$ cat src/rtl/cache_flush_seq_if.sv
// Array and write-back port bundle between the flush sequencer (master) and the
// cache arrays / memory side (slave).
interface cache_flush_seq_if #(
   parameter int IDX_W  = 13,
   parameter int TAG_W  = 14,
   parameter int LINE_W = 256
);
   logic                     flush_req;
   logic                     flush_gnt;
   logic                     meta_rd;
   logic [IDX_W-1:0]         idx;
   logic [3:0]               val_in;
   logic [3:0]               mod_in;
   logic [4*TAG_W-1:0]       tag_in;
   logic                     data_rd;
   logic [1:0]               way_sel;
   logic [LINE_W-1:0]        data_in;
   logic                     wb_req;
   logic [TAG_W+IDX_W-1:0]   wb_addr;
   logic [LINE_W-1:0]        wb_data;
   logic                     wb_ack;
   logic                     clr_en;

   modport master (
      output flush_req, meta_rd, idx, data_rd, way_sel, wb_req, wb_addr, wb_data, clr_en,
      input  flush_gnt, val_in, mod_in, tag_in, data_in, wb_ack
   );

   modport slave (
      input  flush_req, meta_rd, idx, data_rd, way_sel, wb_req, wb_addr, wb_data, clr_en,
      output flush_gnt, val_in, mod_in, tag_in, data_in, wb_ack
   );
endinterface

$ cat src/rtl/cache_flush_seq.sv
// Flush / invalidate-all sequencer: walks every set, writes back valid+dirty ways in way order, then clears the set.
// Clean set costs 4 cycles, each dirty way 3 + ack wait; stalls in REQ until flush_gnt and in WB until wb_ack.
module cache_flush_seq #(
   parameter int IDX_W  = 13,
   parameter int TAG_W  = 14,
   parameter int LINE_W = 256,
   parameter int WAYS   = 4
) (
   input  logic        clk,
   input  logic        reset,
   input  logic        start,
   input  logic        mode,
   output logic        busy,
   output logic        done,
   output logic [15:0] wb_count,
   cache_flush_seq_if.master arr
);
   localparam logic [3:0] S_IDLE = 4'd0;
   localparam logic [3:0] S_REQ  = 4'd1;
   localparam logic [3:0] S_META = 4'd2;
   localparam logic [3:0] S_CAPT = 4'd3;
   localparam logic [3:0] S_SCAN = 4'd4;
   localparam logic [3:0] S_DRD  = 4'd5;
   localparam logic [3:0] S_DCAP = 4'd6;
   localparam logic [3:0] S_WB   = 4'd7;
   localparam logic [3:0] S_CLR  = 4'd8;
   localparam logic [3:0] S_DONE = 4'd9;

   logic [3:0]            state;
   logic                  mode_q;
   logic [IDX_W-1:0]      idx;
   logic [WAYS-1:0]       pending;
   logic [WAYS*TAG_W-1:0] tags;
   logic [1:0]            way_sel;
   logic [1:0]            first_way;
   logic [LINE_W-1:0]     wb_data;

   // Lowest pending way wins so write-backs leave in ascending way order.
   always_comb begin
      first_way = 2'd0;
      for (int w = WAYS - 1; w >= 0; w--) begin
         if (pending[w]) first_way = w[1:0];
      end
   end

   assign busy          = (state != S_IDLE);
   assign done          = (state == S_DONE);
   assign arr.flush_req = (state != S_IDLE);
   assign arr.meta_rd   = (state == S_META);
   assign arr.data_rd   = (state == S_DRD);
   assign arr.wb_req    = (state == S_WB);
   assign arr.clr_en    = (state == S_CLR);
   assign arr.idx       = idx;
   assign arr.way_sel   = way_sel;
   assign arr.wb_data   = wb_data;
   assign arr.wb_addr   = (state == S_WB) ? {tags[int'(way_sel)*TAG_W +: TAG_W], idx} : '0;

   always_ff @(posedge clk) begin
      if (reset) begin
         state    <= S_IDLE;
         mode_q   <= 1'b0;
         idx      <= '0;
         pending  <= '0;
         tags     <= '0;
         way_sel  <= 2'd0;
         wb_data  <= '0;
         wb_count <= 16'd0;
      end else begin
         case (state)
            S_IDLE: begin
               if (start) begin
                  mode_q   <= mode;
                  idx      <= '0;
                  wb_count <= 16'd0;
                  state    <= S_REQ;
               end
            end
            S_REQ:  if (arr.flush_gnt) state <= S_META;
            S_META: state <= S_CAPT;
            S_CAPT: begin
               // Invalidate-only mode discards dirty data, so nothing is queued for write-back.
               pending <= mode_q ? '0 : (arr.val_in & arr.mod_in);
               tags    <= arr.tag_in;
               state   <= S_SCAN;
            end
            S_SCAN: begin
               if (|pending) begin
                  way_sel <= first_way;
                  state   <= S_DRD;
               end else begin
                  state   <= S_CLR;
               end
            end
            S_DRD:  state <= S_DCAP;
            S_DCAP: begin
               wb_data <= arr.data_in;
               state   <= S_WB;
            end
            S_WB: begin
               if (arr.wb_ack) begin
                  pending[way_sel] <= 1'b0;
                  if (wb_count != 16'hFFFF) wb_count <= wb_count + 16'd1;
                  state <= S_SCAN;
               end
            end
            S_CLR: begin
               if (idx == {IDX_W{1'b1}}) begin
                  state <= S_DONE;
               end else begin
                  idx   <= idx + 1'b1;
                  state <= S_META;
               end
            end
            S_DONE:  state <= S_IDLE;
            default: state <= S_IDLE;
         endcase
      end
   end
endmodule

$ cat src/flat_wrapper.sv
// flat-port wrapper written by rule: the top's interface ports become plain ports
module cache_flush_seq_flat 
#(
   parameter int IDX_W  = 13,
   parameter int TAG_W  = 14,
   parameter int LINE_W = 256,
   parameter int WAYS   = 4
)
  (clk, reset, start, mode, busy, done, wb_count, arr_flush_req, arr_meta_rd, arr_idx, arr_data_rd, arr_way_sel, arr_wb_req, arr_wb_addr, arr_wb_data, arr_clr_en, arr_flush_gnt, arr_val_in, arr_mod_in, arr_tag_in, arr_data_in, arr_wb_ack);
  cache_flush_seq_if #(.IDX_W(IDX_W), .TAG_W(TAG_W), .LINE_W(LINE_W)) arr_i ();
  input  logic clk;
  input  logic reset;
  input  logic start;
  input  logic mode;
  output logic busy;
  output logic done;
  output logic [15:0] wb_count;
  output wire logic [$bits(arr_i.flush_req)-1:0] arr_flush_req;
  output wire logic [$bits(arr_i.meta_rd)-1:0] arr_meta_rd;
  output wire logic [$bits(arr_i.idx)-1:0] arr_idx;
  output wire logic [$bits(arr_i.data_rd)-1:0] arr_data_rd;
  output wire logic [$bits(arr_i.way_sel)-1:0] arr_way_sel;
  output wire logic [$bits(arr_i.wb_req)-1:0] arr_wb_req;
  output wire logic [$bits(arr_i.wb_addr)-1:0] arr_wb_addr;
  output wire logic [$bits(arr_i.wb_data)-1:0] arr_wb_data;
  output wire logic [$bits(arr_i.clr_en)-1:0] arr_clr_en;
  input wire logic [$bits(arr_i.flush_gnt)-1:0] arr_flush_gnt;
  input wire logic [$bits(arr_i.val_in)-1:0] arr_val_in;
  input wire logic [$bits(arr_i.mod_in)-1:0] arr_mod_in;
  input wire logic [$bits(arr_i.tag_in)-1:0] arr_tag_in;
  input wire logic [$bits(arr_i.data_in)-1:0] arr_data_in;
  input wire logic [$bits(arr_i.wb_ack)-1:0] arr_wb_ack;
  assign arr_flush_req = arr_i.flush_req;
  assign arr_meta_rd = arr_i.meta_rd;
  assign arr_idx = arr_i.idx;
  assign arr_data_rd = arr_i.data_rd;
  assign arr_way_sel = arr_i.way_sel;
  assign arr_wb_req = arr_i.wb_req;
  assign arr_wb_addr = arr_i.wb_addr;
  assign arr_wb_data = arr_i.wb_data;
  assign arr_clr_en = arr_i.clr_en;
  assign arr_i.flush_gnt = arr_flush_gnt;
  assign arr_i.val_in = arr_val_in;
  assign arr_i.mod_in = arr_mod_in;
  assign arr_i.tag_in = arr_tag_in;
  assign arr_i.data_in = arr_data_in;
  assign arr_i.wb_ack = arr_wb_ack;
  cache_flush_seq #(.IDX_W(IDX_W), .TAG_W(TAG_W), .LINE_W(LINE_W), .WAYS(WAYS)) u_core (.clk(clk), .reset(reset), .start(start), .mode(mode), .busy(busy), .done(done), .wb_count(wb_count), .arr(arr_i));
endmodule
$ cat config.mk
export PLATFORM = sky130hd
export DESIGN_NAME = cache_flush_seq_flat
export DESIGN_NICKNAME = d
export VERILOG_FILES = /design/src/rtl/cache_flush_seq_if.sv /design/src/rtl/cache_flush_seq.sv /design/src/flat_wrapper.sv
export SDC_FILE = /design/constraint.sdc
export NUM_CORES = 1
export LEC_CHECK = 0
export CAP_MARGIN = 25
export CORE_AREA = 8 8 244 246
export CTS_CLUSTER_DIAMETER = 30
export DETAILED_ROUTE_END_ITERATION = 7
export DIE_AREA = 0 0 252 254
export GPL_TIMING_DRIVEN = 0
export PLACE_DENSITY_LB_ADDON = 0.1
export SETUP_SLACK_MARGIN = 0.5
export SLEW_MARGIN = 10
export SYNTH_ARGS = -nofsm -noshare
export SYNTH_HDL_FRONTEND = slang
export SYNTH_SLANG_ARGS = --single-unit
$ cat constraint.sdc
create_clock -name clk -period 2.7 [get_ports clk]
set_clock_uncertainty 0.2 [all_clocks]
set_input_delay 0.54 -clock clk [delete_from_list [all_inputs] [get_ports clk]]
set_output_delay 0.54 -clock clk [all_outputs]
set_load 0.05 [all_outputs]
==> qor.yml, run 1 <==
yosys:
  synthesis.area_um2: 13200
  synthFlopType: "dfxtp_1"
  synth_edf_count: 0
  syn_avg_cell_area_um2: 7.83
  yosysTopAreaCell: "dfxtp_1"
  syn_nets: 2017
  synth-async-reset-ratio: 0
  synth-seq-area-share: 0.533
  synth-seq-cells: 352
  ys_warn_count: 0
  synth.area.top_cells: "dfxtp_1 (53%), nand2_1 (18%), a21oi_1 (13%)"
  synthCells: 1689
  yosysTopAreaCellShare: 0.533
  synth_cell_types: 41
  synth_most_common_cell: "nand2_1"
  synthTopCellsByCount: "nand2_1 (647), dfxtp_1 (352), a21oi_1 (341), clkbuf_1 (121), nor2_1 (34)"
timing:
  drv_slew: 0
  fin_crit_ps: 2720
  hold_viol_final: 0
  finalSetupViolations: 4
  worst_slew_pin_slew_ps: 771
  setup_slack_ps: -17.0
  clock.fmax_mhz: 368
  relSlewSlack: 0.482
  rsz0062_at_grt: "true"
  fin_crit_sh: 1.01
global_routing:
  grt_pass1_vias: 14800
  grtUsageMet1: 0.220
  grt_overflow_total: 0
  grt_pass1_wl_mm: 97.5
  met3_usage: 0.0856
  grt_max_degree: 14
  use_met2: 0.352
  busiest_layer: "met2"
  grt_use_total: 0.200
  antenna_found_initial: 9
critical_path:
  crit_path_max_fanout: 5
  slowest_delay_ps: 500
  crit_family: "multiplexers"
  worst_path_max_delay_cell: "mux4_2"
  worstPathArrival_ps: 1980
  end_kind: "output port"
  required_ps: 1960
  worstSetupStartpointType: "register"
  worstSetupPathType: "register to output port"
  cp_num_buf_inv: 2
  path_cells: "clkbuf_16 -> mux4_2 -> and2_4 -> buf_8"
power:
  power_density_nw_per_um2: 685
  leakagePower_nw: 11.0
  finalPower_w: 0.0175
  peakVddDrop_mv: 0.486
placement:
  dp_hpwl_mm: 52.5
  dp_slack_ps: -877
  portBuffers: 646
  routabilityCongestion: 0.840
cts:
  cts_hold_buffers: 0
  h-tree-depth: 3
  clkLatencyLatePin_ps: 610
  cts_tree: "built"
  cts_buffer_depth: 3
  clk_pin_slew_ps: 40
  numCtsBuffers: 94
  clock_sinks: 352
  root_buffer: "clkbuf_16"
run_status:
  status: "finished with violations"
  violations: "setup timing"
min_path:
  hold_path.class: "register to register"
final_layout:
  postLayoutCoreUtil: 0.458
  layout-drive-gt1-share: 0.249
  syn_to_final_growth_pct: 93.1
  nets: 2809
floorplanning:
  row_count: 87
  dieArea_um2: 64000
  io_pins: 647
  die_x_um: 252
  core_um2: 55700
  initial_utilization: 0.237
  die_h_um: 254
detailed_routing:
  drt_iter0_drc: 701
  via_count: 14800
  first_pass_iters: 5
  drc: 0
  wl_per_cell_um: 20.5
  via_per_inst: 4.47
  ant_nets: 0
  wl_mm: 68.1
job:
  cap_violations: 0
==> metrics by stage <==
stage	std cells	hold slack (ps)	TNS (ps)	cell area, µm²
after floorplan	1689	233	0	13400
after CTS	3282	221	-1150	24800
after global routing	3317	234	-1670	25500
after global placement	3091	241	-155970	20800
after detailed placement	3091	245	-159150	20800
final	3319	246	-20.4	25500
==> state kept, by name, indices dropped and copies added (netlist names) <==
| signal | count |
|---|---|
| u_core.arr.way_sel | 2 |
| u_core.mode_q | 1 |
| u_core.arr.wb_data | 256 |
| u_core.tags | 56 |
| u_core.pending | 4 |
| u_core.arr.idx | 13 |
| u_core.wb_count | 16 |
| u_core.state | 4 |
==> report_power, final <==
part           switching [W]  internal [W]  leakage (nW)
clock network        0.00335       0.00751          1.54
registers          0.0000461       0.00528          2.85
logic               0.000578      0.000727          6.62
total                0.00397        0.0135          11.0
==> worst reg2reg max path, cell delays in order (launching register included) <==
cell,delay (ps)
dfxtp_4,350
buf_6,120
buf_6,100
buf_6,100
or4b_4,520
a21o_4,260
a31o_4,250
or4_4,420
a21oi_2,120
==> placed cells by master (no fill, tap or decap), drive strengths merged, types with 2 or more instances in the layout <==
cell type,count
clkdlybuf4s50,325
o21a,3
clkdlybuf4s15,147
or4,4
mux4,14
nand3,21
nand2b,5
nor2,34
o211ai,2
a31oi,8
dlymetal6s2s,100
dfxtp,352
nand4b,5
bufinv,7
nor3,6
buf,122
or2,3
and4,3
a2111oi,2
clkdlybuf4s18,2
and3,8
a21oi,341
o21ai,22
clkinvlp,4
a32oi,3
clkinv,23
and2,30
nand3b,4
ha,2
a41oi,5
clkbuf,260
a21o,4
nor4,3
o41ai,2
inv,12
diode,5
nor2b,5
nand4,9
nand2,647
==> final cells by class <==
cell class / count / area, µm²
fill: 5543 / 30200
buffer: 128 / 925
clock inverter: 40 / 445
antenna: 5 / 12.5
clock buffer: 133 / 2680
multi-input combinational: 1203 / 6010
tap: 756 / 946
sequential: 352 / 7090
inverter: 6 / 30.0
timing repair buffer: 696 / 7390
==> what timing repair did <==
action / 4_1_cts / 5_1_grt
resized for setup: 975 / 321
setup endpoints to repair: 635 / 456
buffers inserted: 16 / 30
cloned: 2 / 2
pin swaps: 10 / 28
==> cells by family (layout without fill, tap and decap cells) <==
logic type	count (synthesis)	after routing	share of synthesized area
AOI/OAI and AO/OA	397	397	0.157
adders and majority gates	2	2	0.00189
buffers and inverters	134	1003	0.0383
DFF	352	352	0.533
muxes	15	15	0.0247
other	0	5	0
and+or+nand+nor	789	789	0.245
==> final timing paths <==
check | startpoint | to | slack [ps] | depth (start not counted)
worst max register to register | u_core.state[0]$_SDFFE_PP0P_ | u_core.wb_count[3]$_SDFFE_PP0P_ | 170 | 8
worst min-delay path | u_core.arr.wb_data[219]$_SDFFE_PP0N_ | u_core.arr.wb_data[219]$_SDFFE_PP0N_ | 250 | 2
worst min register to register | u_core.arr.wb_data[219]$_SDFFE_PP0N_ | u_core.arr.wb_data[219]$_SDFFE_PP0N_ | 250 | 2
worst max-delay path | u_core.arr.way_sel[0]$_SDFFE_PP0P_ | arr_wb_addr[19] | -20 | 4
==> per-layer routing <==
metal  part of all wire  routed length [µm]
met3              0.087                5940
met1               0.39               26300
met2               0.50               34400
met4              0.022                1490
met5            0.00050                  34
No activity file was read; power rests on OpenSTA's default activity.
==> run 2, diff against run 1 <==
SKIP_CTS_REPAIR_TIMING = 1   (was unset)
==> qor.yml, run 2 (synthesis results as in run 1) <==
final_layout:
  syn_to_final_growth_pct: 81.1
  final_common_cell: "nand2_1"
  layout_common_cells: "nand2_1 (646), clkdlybuf4s50_1 (435), a21oi_1 (341), dfxtp_1 (331), clkbuf_2 (218)"
  postLayoutCoreUtil: 0.430
  reg_top3: "u_core.arr.wb_data: 256 flops, u_core.tags: 56 flops, u_core.wb_count: 16 flops"
  largest_reg_flops: 256
  layout-drive-gt1-share: 0.219
  nets: 2782
  nFillCells: 5700
  regMostFlops: "u_core.arr.wb_data"
floorplanning:
  io_pins: 647
  dieArea_um2: 64000
  row_count: 87
  core_um2: 55700
  die_h_um: 254
  initial_utilization: 0.237
  die_x_um: 252
timing:
  rsz0062_at_grt: "true"
  clock.fmax_mhz: 369
  worst_slew_pin_slew_ps: 799
  setup_slack_ps: -8.51
  finalSetupViolations: 4
  fin_crit_ps: 2710
  fin_crit_sh: 1.00
  drv_slew: 0
  hold_viol_final: 0
  relSlewSlack: 0.464
detailed_routing:
  via_count: 14600
  drt_iter0_drc: 850
  via_per_inst: 4.45
  wl_mm: 67.0
  drc: 0
  first_pass_iters: 5
  wl_per_cell_um: 20.4
  ant_nets: 0
global_routing:
  grt_pass1_vias: 14600
  antenna_found_initial: 7
  grt_use_total: 0.198
  grt_pass1_wl_mm: 96.4
  grt_overflow_total: 0
  grt_max_degree: 14
placement:
  portBuffers: 646
  dp_hpwl_mm: 52.5
  routabilityCongestion: 0.840
  dp_slack_ps: -877
cts:
  clock_sinks: 352
  cts_tree: "built"
  clk_pin_slew_ps: 50
  cts_buffer_depth: 3
  h-tree-depth: 3
  clkLatencyLatePin_ps: 610
  root_buffer: "clkbuf_16"
  numCtsBuffers: 94
critical_path:
  path_cells: "clkbuf_16 -> mux4_2 -> and2_4 -> buf_6"
  end_kind: "output port"
  required_ps: 1960
  worstPathArrival_ps: 1970
  worst_path_max_delay_cell: "mux4_2"
  worstSetupStartpointType: "register"
  startpoint: "u_core.arr.way_sel[0]$_SDFFE_PP0P_"
  r2r-start: "u_core.state[0]$_SDFFE_PP0P_"
  worstSetupPathType: "register to output port"
  slowest_delay_ps: 480
  crit_path_max_fanout: 5
min_path:
  hp-start: "u_core.tags[33]$_SDFFE_PP0P_"
  hold_path.class: "register to register"
power:
  power_density_nw_per_um2: 726
  pwr-share-seq: 0.307
  leakagePower_nw: 9.28
  finalPower_w: 0.0174
  clockPowerShare: 0.624
  power_frac_comb: 0.069
  p_sw_frac: 0.227
  switching_power_w: 0.00394
  peakVddDrop_mv: 0.479
  p_int_w: 0.0134
run_status:
  status: "finished with violations"
  violations: "setup timing"
job:
  cap_violations: 0
==> run 2: cell types whose count changed in the layout (fill, tap and decap cells not counted), moves of 6 or more <==
cell / before / now
buf_4: 33 / 23
clkbuf_2: 75 / 218
clkdlybuf4s15_2: 147 / 0
o21ai_0: 15 / 21
buf_6: 18 / 11
clkbuf_16: 106 / 96
buf_2: 33 / 11
clkdlybuf4s50_1: 325 / 435
dlymetal6s2s_1: 100 / 18
a21oi_2: 7 / 0
a21oi_1: 334 / 341
clkbuf_4: 15 / 7
clkbuf_1: 41 / 50
==> run 2: worst paths after layout <==
check / to / slack (ps) / depth (start not counted)
max: arr_wb_addr[16] / -9 / 4
min: u_core.tags[33]$_SDFFE_PP0P_ / 250 / 2
max reg2reg: u_core.wb_count[3]$_SDFFE_PP0P_ / 350 / 6
min reg2reg: u_core.tags[33]$_SDFFE_PP0P_ / 250 / 2
==> run 2: metal layers <==
layer,vias up,part of all wire,GRT usage
met5,-,0.00051,0
li1,7177,-,-
met1,6811,0.38,0.218
met2,527,0.50,0.348
met3,115,0.092,0.0847
met4,6,0.023,0.0529
==> run 2: worst max-delay path: cells and delay by family (launching register included) <==
family | cells | cell delay, ps
buffers and inverters | 2 | 310
flip-flops | 1 | 400
multiplexers | 1 | 480
AND/OR/NAND/NOR | 1 | 170
==> run 2: metrics by stage <==
step / hold WS (ps) / instances / area [µm²] / TNS, ps
global placement: 241 / 3091 / 20800 / -155970
finish: 249 / 3289 / 24000 / -23.6
detailed placement: 245 / 3091 / 20800 / -159150
floorplan: 233 / 1689 / 13400 / 0
CTS: 221 / 3264 / 23900 / -92060
global route: 234 / 3288 / 24000 / -1040
==> run 2: power groups by stage <==
stage | logic, W | registers [W] | clock network, W
floorplan | 0.000340 | 0.00547 | 0
global placement | 0.00109 | 0.00541 | 0
detailed placement | 0.00110 | 0.00541 | 0
CTS | 0.00110 | 0.00532 | 0.0111
global route | 0.00128 | 0.00533 | 0.0114
finish | 0.00120 | 0.00533 | 0.0109
==> run 2: cell type report <==
class                   instances  area (µm²)  share of cell area
diodes                          2        5.00            0.000209
plain buffers                 128         791              0.0330
clock buffers                 133        2680               0.112
clock inverters                40         445              0.0186
inverters                       6        27.5             0.00115
multi-input cells            1203        5890               0.246
flip-flops and latches        352        7090               0.296
well taps                     756         946              0.0395
repair buffers                669        6070               0.254
==> run 3, diff against run 2 <==
CORE_AREA = 8 8 242 244   (was 8 8 244 246)
DIE_AREA = 0 0 250 252   (was 0 0 252 254)
SLEW_MARGIN = unset   (was 10)
clock period = 3.4 ns   (was 2.7 ns; I/O delays follow)
==> qor.yml, run 3 (synthesis results as in run 1) <==
timing:
  relSlewSlack: 0.406
  setup_tns_ps: 0
  drv_slew: 0
  finalSetupViolations: 0
  clock.fmax_mhz: 343
  hold_viol_final: 0
  fin_crit_ps: 2910
  fin_crit_sh: 0.856
  worst_slew_pin_slew_ps: 884
  rsz0062_at_grt: "true"
final_layout:
  layout-drive-gt1-share: 0.101
  layout_common_cells: "nand2_1 (647), clkdlybuf4s50_1 (603), dfxtp_1 (347), a21oi_1 (341), clkbuf_1 (122)"
  regMostFlops: "u_core.arr.wb_data"
  largest_reg_flops: 256
  syn_to_final_growth_pct: 83.5
  final_common_cell: "nand2_1"
  nets: 2771
  nFillCells: 5395
  reg_top3: "u_core.arr.wb_data: 256 flops, u_core.tags: 56 flops, u_core.wb_count: 16 flops"
  postLayoutCoreUtil: 0.444
cts:
  cts_buffer_depth: 3
  numCtsBuffers: 97
  clock_sinks: 352
  root_buffer: "clkbuf_16"
  cts_tree: "built"
  clk_pin_slew_ps: 40
  h-tree-depth: 3
  clkLatencyLatePin_ps: 600
critical_path:
  worst_path_max_delay_cell: "mux4_2"
  path_cells: "buf_4 -> buf_12 -> mux4_2 -> and2_1 -> buf_6"
  worstPathArrival_ps: 2030
  slowest_delay_ps: 480
  crit_path_max_fanout: 5
  worstSetupPathType: "register to output port"
  worstSetupStartpointType: "register"
  required_ps: 2520
  end_kind: "output port"
detailed_routing:
  drc: 0
  wl_per_cell_um: 20.5
  via_count: 14500
  first_pass_iters: 5
  drt_iter0_drc: 614
  ant_nets: 0
  via_per_inst: 4.50
  wl_mm: 66.2
placement:
  dp_hpwl_mm: 52.4
  routabilityCongestion: 0.860
  portBuffers: 646
floorplanning:
  core_um2: 54700
  die_x_um: 250
  io_pins: 647
  row_count: 86
  die_h_um: 252
  initial_utilization: 0.242
  dieArea_um2: 63000
run_status:
  status: "finished, final reports clean"
global_routing:
  grt_use_total: 0.198
  grt_max_degree: 14
  grt_overflow_total: 0
  grt_pass1_wl_mm: 95.2
  antenna_found_initial: 7
  grt_pass1_vias: 14400
min_path:
  hold_path.class: "register to register"
power:
  peakVddDrop_mv: 0.498
  power_density_nw_per_um2: 595
  leakagePower_nw: 8.63
job:
  cap_violations: 0
run 3: final timing paths:
| check | from | cells past startpoint | to | slack [ps] |
|---|---|---|---|---|
| max | u_core.arr.way_sel[0]$_SDFFE_PP0P_ | 5 | arr_wb_addr[24] | 490 |
| min | u_core.arr.wb_data[171]$_SDFFE_PP0N_ | 2 | u_core.arr.wb_data[171]$_SDFFE_PP0N_ | 250 |
| max reg2reg | u_core.state[3]$_SDFFE_PP0P_ | 7 | u_core.arr.wb_data[11]$_SDFFE_PP0N_ | 710 |
| min reg2reg | u_core.arr.wb_data[171]$_SDFFE_PP0N_ | 2 | u_core.arr.wb_data[171]$_SDFFE_PP0N_ | 250 |
run 3: where the power goes:
| part | internal (W) | switching, W |
|---|---|---|
| registers | 0.00420 | 0.0000380 |
| logic | 0.000466 | 0.000416 |
| clock network | 0.00666 | 0.00265 |
| total | 0.0113 | 0.00311 |
run 3: critical path: cells and delay by family (launching register included):
| family | cells | cell delay (ps) |
|---|---|---|
| buf+inv | 3 | 400 |
| simple gates | 1 | 190 |
| flops | 1 | 360 |
| mux | 1 | 480 |
run 3: cell type report:
type	instances	area (µm²)	share of cell area
sequential	352	7060	0.291
timing repair buffer	655	6590	0.272
multi-input combinational	1203	5730	0.236
clock buffer	136	2780	0.114
tap	704	881	0.0363
clock inverter	39	604	0.0249
buffer	128	596	0.0245
inverter	6	25.0	0.00103
antenna	4	10.0	0.000412
run 3: routing by layer:
layer  track usage  share of wire  wire length [µm]
met4        0.0557          0.022              1480
met3        0.0783          0.084              5550
met2         0.355           0.51             33500
met1         0.216           0.39             25700
met5             0        0.00062                41
run 3: metrics by stage:
step	hold slack [ps]	cell area [µm²]	cells	setup slack [ps]	total power, W
6_report	250	24300	3227	489	0.0144
5_1_grt	262	24300	3226	411	0.0149
4_1_cts	249	24000	3214	-1260	0.0146
3_5_place_dp	243	20600	3039	-589	0.00518
3_3_place_gp	242	20600	3039	-579	0.00517
2_1_floorplan	233	13200	1689	553	0.00461
